===== config.mk =====
export PLATFORM = sky130hd
export DESIGN_NAME = scan_sequencer
export DESIGN_NICKNAME = d
export VERILOG_FILES = /design/src/rtl/scan_pkg.sv /design/src/rtl/hit_counter.sv /design/src/rtl/scan_sequencer.sv
export SDC_FILE = /design/constraint.sdc
export NUM_CORES = 1
export LEC_CHECK = 0
export ABC_CLOCK_PERIOD_IN_PS = 4700
export CORE_MARGIN = 5
export CORE_UTILIZATION = 40
export CTS_BUF_LIST = sky130_fd_sc_hd__clkbuf_4 sky130_fd_sc_hd__clkbuf_8 sky130_fd_sc_hd__clkbuf_16
export DETAILED_ROUTE_END_ITERATION = 12
export PLACE_DENSITY = 0.67
export SLEW_MARGIN = 20
export SYNTH_ARGS = -nofsm -noshare
export SYNTH_HDL_FRONTEND = slang
export SYNTH_SLANG_ARGS = --single-unit

===== constraint.sdc =====
create_clock -name clk -period 4.7 [get_ports clk]
set_input_delay 0.94 -clock clk [delete_from_list [all_inputs] [get_ports clk]]
set_output_delay 0.94 -clock clk [all_outputs]
set_load 0.05 [all_outputs]

===== src/rtl/scan_pkg.sv =====
// rtl/scan_pkg.sv - shared state encoding, command bytes and result byte selection for the scan sequencer
package scan_pkg;

    typedef enum logic [2:0] {
        S_IDLE    = 3'd0,
        S_CFG     = 3'd1,
        S_SET_DAC = 3'd2,
        S_SETTLE  = 3'd3,
        S_MEASURE = 3'd4,
        S_SEND    = 3'd5,
        S_NEXT    = 3'd6
    } state_t;

    localparam logic [7:0] ARM_BYTE   = 8'hA5;
    localparam logic [7:0] ABORT_BYTE = 8'h5A;

    // Result record for one step: the DAC code first, then the hit count MSB first.
    function automatic logic [7:0] result_byte(input logic [2:0] idx,
                                               input logic [7:0] code,
                                               input logic [31:0] count);
        case (idx)
            3'd0:    result_byte = code;
            3'd1:    result_byte = count[31:24];
            3'd2:    result_byte = count[23:16];
            3'd3:    result_byte = count[15:8];
            default: result_byte = count[7:0];
        endcase
    endfunction

endpackage


===== src/rtl/hit_counter.sv =====
// rtl/hit_counter.sv - synchronizes the discriminator output and counts its rising edges, saturating
module hit_counter (
    input  logic        clk,
    input  logic        rst,
    input  logic        clr,
    input  logic        en,
    input  logic        hit,
    output logic [31:0] count
);

    logic        sync1;
    logic        sync2;
    logic        prev;
    logic        rise;
    logic [31:0] count_next;

    // Two-flop synchronizer plus one delayed copy for edge detection; runs in every state.
    always_ff @(posedge clk) begin
        if (!rst) begin
            sync1 <= 1'b0;
            sync2 <= 1'b0;
            prev  <= 1'b0;
        end else begin
            sync1 <= hit;
            sync2 <= sync1;
            prev  <= sync2;
        end
    end

    assign rise = sync2 & ~prev;

    // Clear wins over counting; the count sticks at all-ones instead of wrapping.
    always_comb begin
        count_next = count;
        if (clr) begin
            count_next = 32'd0;
        end else if (en && rise && (count != 32'hFFFF_FFFF)) begin
            count_next = count + 32'd1;
        end
    end

    // Count register is written every cycle so it always reflects count_next.
    always_ff @(posedge clk) begin
        if (!rst) begin
            count <= 32'd0;
        end else begin
            count <= count_next;
        end
    end

endmodule


===== src/rtl/scan_sequencer.sv =====
// rtl/scan_sequencer.sv - threshold scan: step the DAC, count hits per window, report each step over tx
module scan_sequencer
    import scan_pkg::*;
#(
    parameter int TICK_DIV   = 50000,
    parameter int SETTLE_CYC = 1000
) (
    input  logic       clk,
    input  logic       rst,
    input  logic       rx_dv,
    input  logic [7:0] rx_byte,
    input  logic       hit,
    input  logic       tx_done,
    output logic       tx_dv,
    output logic [7:0] tx_byte,
    output logic [7:0] dac_code,
    output logic       dac_load,
    output logic       busy,
    output logic       scan_done
);

    localparam int PW = (TICK_DIV > 1) ? $clog2(TICK_DIV) : 1;
    localparam int SW = (SETTLE_CYC > 1) ? $clog2(SETTLE_CYC) : 1;
    localparam logic [PW-1:0] PRESC_LAST  = PW'(TICK_DIV - 1);
    localparam logic [SW-1:0] SETTLE_LAST = SW'(SETTLE_CYC - 1);

    state_t        state;
    logic [7:0]    start_code;
    logic [7:0]    stop_code;
    logic [7:0]    window;
    logic [1:0]    cfg_idx;
    logic [SW-1:0] settle_cnt;
    logic [PW-1:0] presc;
    logic [8:0]    tick_cnt;
    logic [8:0]    win_last;
    logic [2:0]    send_idx;
    logic          in_flight;
    logic          abort_pend;
    logic          abort_req;
    logic          clr_hits;
    logic          en_hits;
    logic [31:0]   count;

    assign abort_req = rx_dv && (rx_byte == ABORT_BYTE) && (state != S_IDLE);
    // A window byte of zero stands for a full 256-tick window.
    assign win_last  = (window == 8'd0) ? 9'd255 : ({1'b0, window} - 9'd1);
    // Holding clear through SETTLE guarantees MEASURE starts from zero.
    assign clr_hits  = (state == S_SETTLE);
    assign en_hits   = (state == S_MEASURE);

    hit_counter u_hit (
        .clk   (clk),
        .rst   (rst),
        .clr   (clr_hits),
        .en    (en_hits),
        .hit   (hit),
        .count (count)
    );

    // Sequencer FSM with registered strobes; an abort in SEND is deferred until the byte on the wire finishes.
    always_ff @(posedge clk) begin
        if (!rst) begin
            state      <= S_IDLE;
            tx_dv      <= 1'b0;
            tx_byte    <= 8'h00;
            dac_code   <= 8'h00;
            dac_load   <= 1'b0;
            busy       <= 1'b0;
            scan_done  <= 1'b0;
            start_code <= 8'h00;
            stop_code  <= 8'h00;
            window     <= 8'h00;
            cfg_idx    <= 2'd0;
            settle_cnt <= '0;
            presc      <= '0;
            tick_cnt   <= 9'd0;
            send_idx   <= 3'd0;
            in_flight  <= 1'b0;
            abort_pend <= 1'b0;
        end else begin
            tx_dv     <= 1'b0;
            dac_load  <= 1'b0;
            scan_done <= 1'b0;
            if (abort_req && (state != S_SEND)) begin
                state <= S_IDLE;
                busy  <= 1'b0;
            end else begin
                case (state)
                    S_IDLE: begin
                        if (rx_dv && (rx_byte == ARM_BYTE)) begin
                            state   <= S_CFG;
                            busy    <= 1'b1;
                            cfg_idx <= 2'd0;
                        end
                    end
                    S_CFG: begin
                        if (rx_dv) begin
                            cfg_idx <= cfg_idx + 2'd1;
                            case (cfg_idx)
                                2'd0: start_code <= rx_byte;
                                2'd1: stop_code  <= rx_byte;
                                default: begin
                                    window   <= rx_byte;
                                    dac_code <= start_code;
                                    dac_load <= 1'b1;
                                    state    <= S_SET_DAC;
                                end
                            endcase
                        end
                    end
                    S_SET_DAC: begin
                        settle_cnt <= '0;
                        state      <= S_SETTLE;
                    end
                    S_SETTLE: begin
                        if (settle_cnt == SETTLE_LAST) begin
                            presc    <= '0;
                            tick_cnt <= 9'd0;
                            state    <= S_MEASURE;
                        end else begin
                            settle_cnt <= settle_cnt + 1'b1;
                        end
                    end
                    S_MEASURE: begin
                        if (presc == PRESC_LAST) begin
                            presc <= '0;
                            if (tick_cnt == win_last) begin
                                send_idx   <= 3'd0;
                                in_flight  <= 1'b0;
                                abort_pend <= 1'b0;
                                state      <= S_SEND;
                            end else begin
                                tick_cnt <= tick_cnt + 9'd1;
                            end
                        end else begin
                            presc <= presc + 1'b1;
                        end
                    end
                    S_SEND: begin
                        if (!in_flight) begin
                            if (abort_req) begin
                                state <= S_IDLE;
                                busy  <= 1'b0;
                            end else begin
                                tx_dv     <= 1'b1;
                                tx_byte   <= result_byte(send_idx, dac_code, count);
                                in_flight <= 1'b1;
                            end
                        end else if (tx_done) begin
                            if (abort_req || abort_pend) begin
                                in_flight <= 1'b0;
                                state     <= S_IDLE;
                                busy      <= 1'b0;
                            end else if (send_idx == 3'd4) begin
                                in_flight <= 1'b0;
                                state     <= S_NEXT;
                            end else begin
                                send_idx <= send_idx + 3'd1;
                                tx_dv    <= 1'b1;
                                tx_byte  <= result_byte(send_idx + 3'd1, dac_code, count);
                            end
                        end else if (abort_req) begin
                            abort_pend <= 1'b1;
                        end
                    end
                    S_NEXT: begin
                        // ">=" also ends a start>stop scan after its single step and stops at 0xFF without wrapping.
                        if (dac_code >= stop_code) begin
                            scan_done <= 1'b1;
                            busy      <= 1'b0;
                            state     <= S_IDLE;
                        end else begin
                            dac_code <= dac_code + 8'd1;
                            dac_load <= 1'b1;
                            state    <= S_SET_DAC;
                        end
                    end
                    default: begin
                        state <= S_IDLE;
                        busy  <= 1'b0;
                    end
                endcase
            end
        end
    end

endmodule


==> flow_metrics.env, run 1 <==
export IMPL_yosysSeqAreaShare_pct=36.1
export IMPL_vdd_drop_max_mv=0.340
export IMPL_coreArea_mm2=0.0171
export IMPL_slowest_delay_ns=0.59
export IMPL_synth_edf_count=0
export IMPL_grt_first_pass_wirelength_um=27500
export IMPL_fin_util_pct=47.0
export IMPL_p_per_area_mw_per_mm2=344
export IMPL_drt_iter0_drc=454
export IMPL_firstDrtPassIters=7
export IMPL_nNetsFinal=873
export IMPL_ys_types=77
export IMPL_htreeDepth=4
export IMPL_io_buffers=32
export IMPL_drv_cap=0
export IMPL_tightest_slew_ns=0.685
export IMPL_die_area_mm2=0.0199
export IMPL_grt_ovfl_total=0
export IMPL_hold_path_end="u_hit.prev"
export IMPL_antennaDiodeCount=0
export IMPL_hp_class="flop to flop"
export IMPL_avgRoutedWirePerCell_um=15.3
export IMPL_track_usage_pct=16.8
export IMPL_fp_dieH_um=141
export IMPL_clk_latency_ns=0.42
export IMPL_postCtsSetupBuffers=0
export IMPL_min_path_cells=1
export IMPL_r2r_end="tick_cnt[8]"
export IMPL_ctsHoldBuffers=0
export IMPL_grt_start_max_net_pins=38
export IMPL_synth_flop_cell="dfxtp_1"
export IMPL_cp_start_kind="primary input"
export IMPL_antenna_found_initial=0
export IMPL_drive_gt1_share_pct=8.96
export IMPL_crit_required_ns=5.00
export IMPL_hold_violations=0
export IMPL_drc=0
export IMPL_row_count=48
export IMPL_fp_dieW_um=141
export IMPL_status="finished clean"
export IMPL_finalSetupTns_ns=0
export IMPL_cts_inserted_buffers=17
export IMPL_hpwlAfterDp_um=11600
export IMPL_critPathLaunch="rx_byte[0]"
export IMPL_slew_violations=0
export IMPL_fillers=1620
export IMPL_root_buffer="clkbuf_16"
export IMPL_grt_pass1_vias=5430
export IMPL_ys_warn_count=0
export IMPL_final_antenna_net_count=0
export IMPL_syn_nets=857
export IMPL_setup_viol=0
export IMPL_worst_path_max_fanout=8
export IMPL_min_delay_start="u_hit.sync2"
export IMPL_async_flop_share_pct=0
export IMPL_io_pins=33
export IMPL_synth_commonest_cells="dfxtp_1 (124), nor2_1 (115), nand2_1 (74)"
export IMPL_layout_area_seq_mm2=0.00248
export IMPL_critPathKind="primary input to flop"
export IMPL_clock_sinks=124
export IMPL_multiInputGateArea_mm2=0.00411
export IMPL_crit_path_top_delay_cell="or4b_4"
export IMPL_start_util_pct=40.2
export IMPL_rr_worst_depth=8
export IMPL_synthTopCellsByArea="dfxtp_1 (36%), nor2_1 (6.3%), mux2i_1 (5.2%)"
export IMPL_p_leak_uw=0.00298
export IMPL_cts_tree="done"
export IMPL_via_per_inst=5.44
export IMPL_post_synth_top_count_cell="dfxtp_1"
export IMPL_vias=5833
export IMPL_max_slew_margin_pct=54.0
export IMPL_cts_buffer_depth=2
export IMPL_path_cells="clkdlybuf4s50_1 -> or4b_4 -> nor4_2 -> nor3_1 -> nand2_1 -> nor3_2 -> and2_1 -> mux2i_1 -> nor2_1"
export IMPL_place_congestion=0.881
export IMPL_r2r_setup_slack_ns=1.51
export IMPL_cp_data_arrival_time_ns=3.58
export IMPL_worstReg2RegStart="state[0]"
export IMPL_cts_resized=0
export IMPL_synth_top_area_cell="dfxtp_1"
export IMPL_final_setup_skew_ns=0.0108
export IMPL_synth_area_mm2=0.00688
export IMPL_fmax_mhz=305
export IMPL_cp_end_kind="flop"
export IMPL_syn_avg_cell_area_um2=8.40
export IMPL_area_delta_synth_final_pct=16.9
export IMPL_cts_clk_slew_worst_paths_ns=0.06
export IMPL_ys_seq_elements=124
export IMPL_rsz0062_at_grt="false"
export IMPL_drt_total_wl_um=16400
export IMPL_synth_top_area_share_pct=36.1
export IMPL_final_min_clock_period_ns=3.28
export IMPL_synth_cells=819
export IMPL_timing_final_crit_share_pct=69.7
==> through the flow <==
step                      hold slack (ns)  area [um2]  worst slack [ns]  std cells  power [uW]
after floorplan                     0.412        6880              1.84        819        1190
after global placement              0.444        7330              1.07       1041        1230
after detailed placement            0.447        7330              1.02       1041        1230
after CTS                           0.463        8040              1.45       1073        2790
after global routing                0.484        8040              1.24       1073        2860
final                               0.458        8040              1.42       1073        2770
==> critical path: cells and delay by family <==
| family | cells | cell delay (ns) |
|---|---|---|
| AND/OR/NAND/NOR | 7 | 1.89 |
| buffers and inverters | 1 | 0.52 |
| multiplexers | 1 | 0.22 |
==> cell type report <==
| class | instances | area share (%) |
|---|---|---|
| multi-input combinational | 626 | 51.1 |
| sequential | 124 | 30.9 |
| clock buffer | 19 | 5.55 |
| timing repair buffer | 35 | 4.26 |
| tap | 225 | 3.50 |
| clock inverter | 13 | 3.27 |
| inverter | 31 | 1.45 |
==> worst max path at each step <==
| stage | to | slack (ns) | depth (start not counted) |
|---|---|---|---|
| CTS | window[3] | 1.45 | 9 |
| floorplan | busy | 1.84 | 8 |
| global placement | window[6] | 1.07 | 9 |
| global route | window[3] | 1.24 | 9 |
| finish | window[3] | 1.42 | 9 |
| detailed placement | window[3] | 1.02 | 9 |
==> registers in the layout, indices dropped and copies added (netlist names), 8 cells and up <==
| signal | flops |
|---|---|
| tx_byte | 8 |
| window | 8 |
| start_code | 8 |
| presc | 16 |
| u_hit.count | 32 |
| stop_code | 8 |
| settle_cnt | 10 |
| dac_code | 8 |
| tick_cnt | 9 |
==> cells by family after synthesis <==
kind of cell | after synthesis | synth area share [%]
simple gates | 355 | 26.9
mux | 37 | 5.40
compound gates | 145 | 14.5
flops | 124 | 36.1
buf+inv | 69 | 4.27
fa+ha+maj | 25 | 4.55
xor+xnor | 64 | 8.25
==> placed cells by master, fill, tap and decap left out, types with 4 or more instances in the layout <==
cell | Yosys | layout
dfxtp_1 | 124 | 124
nor2_1 | 115 | 115
nand2_1 | 74 | 73
nand3_1 | 40 | 40
xor2_1 | 40 | 40
mux2i_1 | 36 | 36
a21oi_1 | 36 | 35
clkdlybuf4s50_1 | 0 | 32
inv_1 | 31 | 31
o21ai_0 | 27 | 27
ha_1 | 25 | 25
xnor2_1 | 23 | 23
a22oi_1 | 19 | 19
nand4_1 | 18 | 18
clkbuf_16 | 0 | 17
nand2b_1 | 15 | 15
nor3_1 | 14 | 14
and3_1 | 11 | 11
or3_1 | 11 | 11
and2_1 | 8 | 8
a211oi_1 | 8 | 8
a222oi_1 | 8 | 8
bufinv_16 | 0 | 7
o31ai_1 | 6 | 6
nand2_2 | 4 | 5
nand3_2 | 5 | 5
clkinv_4 | 0 | 5
nand3b_1 | 4 | 4
and4_1 | 4 | 4
a31oi_1 | 4 | 4
==> where the power goes <==
group / switching (uW) / internal [uW]
clock: 492 / 1070
combinational: 76.8 / 48.1
sequential: 20.6 / 1060
==> per-layer routing <==
| layer | up-vias | share of wire [%] | routed length [um] | track usage, % |
|---|---|---|---|---|
| li1 | 2921 | - | - | - |
| met1 | 2737 | 48 | 7940 | 23.4 |
| met2 | 152 | 45 | 7360 | 25.3 |
| met3 | 23 | 4.9 | 800 | 4.04 |
| met4 | 0 | 2.0 | 325 | 6.37 |
| met5 | - | 0 | 0 | 0 |
No activity file was read; power rests on OpenSTA's default activity.
==> run 2: changes to the inputs <==
--- a/config.mk
+++ b/config.mk
@@ -5,12 +5,12 @@
 export SDC_FILE = /design/constraint.sdc
 export NUM_CORES = 1
 export LEC_CHECK = 0
-export ABC_CLOCK_PERIOD_IN_PS = 4700
+export ABC_CLOCK_PERIOD_IN_PS = 2900
 export CORE_MARGIN = 5
 export CORE_UTILIZATION = 40
 export CTS_BUF_LIST = sky130_fd_sc_hd__clkbuf_4 sky130_fd_sc_hd__clkbuf_8 sky130_fd_sc_hd__clkbuf_16
 export DETAILED_ROUTE_END_ITERATION = 12
-export PLACE_DENSITY = 0.67
+export PLACE_DENSITY = 0.69
 export SLEW_MARGIN = 20
 export SYNTH_ARGS = -nofsm -noshare
 export SYNTH_HDL_FRONTEND = slang
==> constraint.sdc (replaced) <==
create_clock -name clk -period 2.9 [get_ports clk]
set_input_delay 0.58 -clock clk [delete_from_list [all_inputs] [get_ports clk]]
set_output_delay 0.58 -clock clk [all_outputs]
set_load 0.05 [all_outputs]
==> flow_metrics.env, run 2 (synthesis results as in run 1) <==
export IMPL_status="finished clean"
export IMPL_htreeDepth=4
export IMPL_finalInstanceArea_mm2=0.00833
export IMPL_start_util_pct=40.2
export IMPL_die_area_mm2=0.0199
export IMPL_root_buffer="clkbuf_16"
export IMPL_drive_gt1_share_pct=13.6
export IMPL_row_count=48
export IMPL_regMostFlops="u_hit.count"
export IMPL_fp_dieH_um=141
export IMPL_vdd_drop_max_mv=0.418
export IMPL_hp_class="flop to flop"
export IMPL_crit_required_ns=3.21
export IMPL_cp_end_kind="flop"
export IMPL_fillers=1647
export IMPL_drt_total_wl_um=17000
export IMPL_cts_buffer_depth=2
export IMPL_tightest_slew_ns=0.686
export IMPL_via_per_inst=5.36
export IMPL_p_per_area_mw_per_mm2=511
export IMPL_fmax_mhz=374
export IMPL_final_setup_skew_ns=0.00898
export IMPL_grt_start_max_net_pins=48
export IMPL_postCtsSetupBuffers=0
export IMPL_clk_latency_ns=0.42
export IMPL_antenna_found_initial=0
export IMPL_cp_start_kind="primary input"
export IMPL_cp_data_arrival_time_ns=2.99
export IMPL_clock_sinks=124
export IMPL_total_power_uw=4250
export IMPL_timing_final_crit_share_pct=92.2
export IMPL_min_path_cells=1
export IMPL_drv_cap=0
export IMPL_io_buffers=32
export IMPL_grt_first_pass_wirelength_um=29000
export IMPL_cts_resized=0
export IMPL_coreArea_mm2=0.0171
export IMPL_track_usage_pct=17.7
export IMPL_slew_violations=0
export IMPL_max_slew_margin_pct=54.2
export IMPL_cts_tree="done"
export IMPL_stdcell_count=1120
export IMPL_grt_pass1_vias=5752
export IMPL_worst_path_max_fanout=4
export IMPL_rsz0062_at_grt="false"
export IMPL_nNetsFinal=920
export IMPL_final_common_cell="dfxtp_1"
export IMPL_largest_register_ffs=32
export IMPL_drt_iter0_drc=724
export IMPL_fp_dieW_um=141
export IMPL_layout_common_cells="dfxtp_1 (124), nor2_1 (115), nand2_1 (74)"
export IMPL_setup_viol=0
export IMPL_cts_clk_slew_worst_paths_ns=0.06
export IMPL_finalSetupTns_ns=0
export IMPL_area_delta_synth_final_pct=21.1
export IMPL_place_congestion=0.942
export IMPL_place_area_mm2=0.00769
export IMPL_cts_inserted_buffers=17
export IMPL_whs_ns=0.448
export IMPL_io_pins=33
export IMPL_rr_worst_depth=10
export IMPL_dpl_cell_count=1088
export IMPL_avgRoutedWirePerCell_um=15.1
export IMPL_top_regs="u_hit.count: 32 flops, presc: 16 flops, settle_cnt: 10 flops"
export IMPL_antennaDiodeCount=0
export IMPL_hpwlAfterDp_um=12200
export IMPL_p_leak_uw=0.00318
export IMPL_drc=0
export IMPL_vias=5999
export IMPL_ctsHoldBuffers=0
export IMPL_firstDrtPassIters=6
export IMPL_hold_violations=0
export IMPL_final_min_clock_period_ns=2.68
export IMPL_critPathKind="primary input to flop"
export IMPL_grt_ovfl_total=0
export IMPL_final_antenna_net_count=0
## run 2: cell types whose count changed in the layout (fill, tap and decap cells not counted), sizes merged
cell / previous run / this run
clkinvlp: 0 / 1
inv: 32 / 31
buf: 3 / 50
clkbuf: 19 / 18
bufinv: 7 / 4
clkinv: 5 / 9
## run 2: layer usage
layer  routed length [um]  track usage [%]
met5                    0                0
met4                  347             6.02
met1                 7900             23.6
met2                 7830             28.2
met3                  880             4.21
## run 2: final cells by class
class	count	area (um2)	area share, %
tap	225	282	3.38
multi-input combinational	626	4110	49.3
clock inverter	14	195	2.34
inverter	31	116	1.40
clock buffer	18	439	5.27
sequential	124	2480	29.8
timing repair buffer	82	708	8.50
## run 2: power breakdown
group          switching, uW  internal [uW]  leakage, uW
clock network            793           1460     0.000310
logic                    157            113      0.00187
registers               13.1           1720     0.000999
## run 2: worst max-delay path: stages
cell,delay [ns]
clkdlybuf4s50_1,0.48
or4b_4,0.52
or4_4,0.56
nand2_2,0.13
or3_4,0.14
o21ai_2,0.06
a211oi_2,0.24
mux2i_1,0.25
nor2_2,0.04
## run 2: metrics by stage
stage               setup WS [ns]  utilization, %
floorplan                   0.305               -
global placement          -0.0961            44.9
detailed placement         -0.170            44.9
CTS                         0.253            48.7
global route               0.0417            48.7
finish                      0.225            48.7
## run 2: final timing paths
path / slack, ns / startpoint / endpoint
max: 0.22 / rx_byte[5] / busy
min: 0.45 / u_hit.sync1 / u_hit.sync2
max reg2reg: 0.25 / window[1] / send_idx[0]
min reg2reg: 0.45 / u_hit.sync1 / u_hit.sync2
==> run 3: changes to the inputs <==
--- a/config.mk
+++ b/config.mk
@@ -10,6 +10,7 @@
 export CORE_UTILIZATION = 40
 export CTS_BUF_LIST = sky130_fd_sc_hd__clkbuf_4 sky130_fd_sc_hd__clkbuf_8 sky130_fd_sc_hd__clkbuf_16
 export DETAILED_ROUTE_END_ITERATION = 12
+export HOLD_SLACK_MARGIN = 0.03
 export PLACE_DENSITY = 0.69
 export SLEW_MARGIN = 20
 export SYNTH_ARGS = -nofsm -noshare
==> results of run 3 <==
No change in the layout: final DEF, timing and power equal those of run 2.
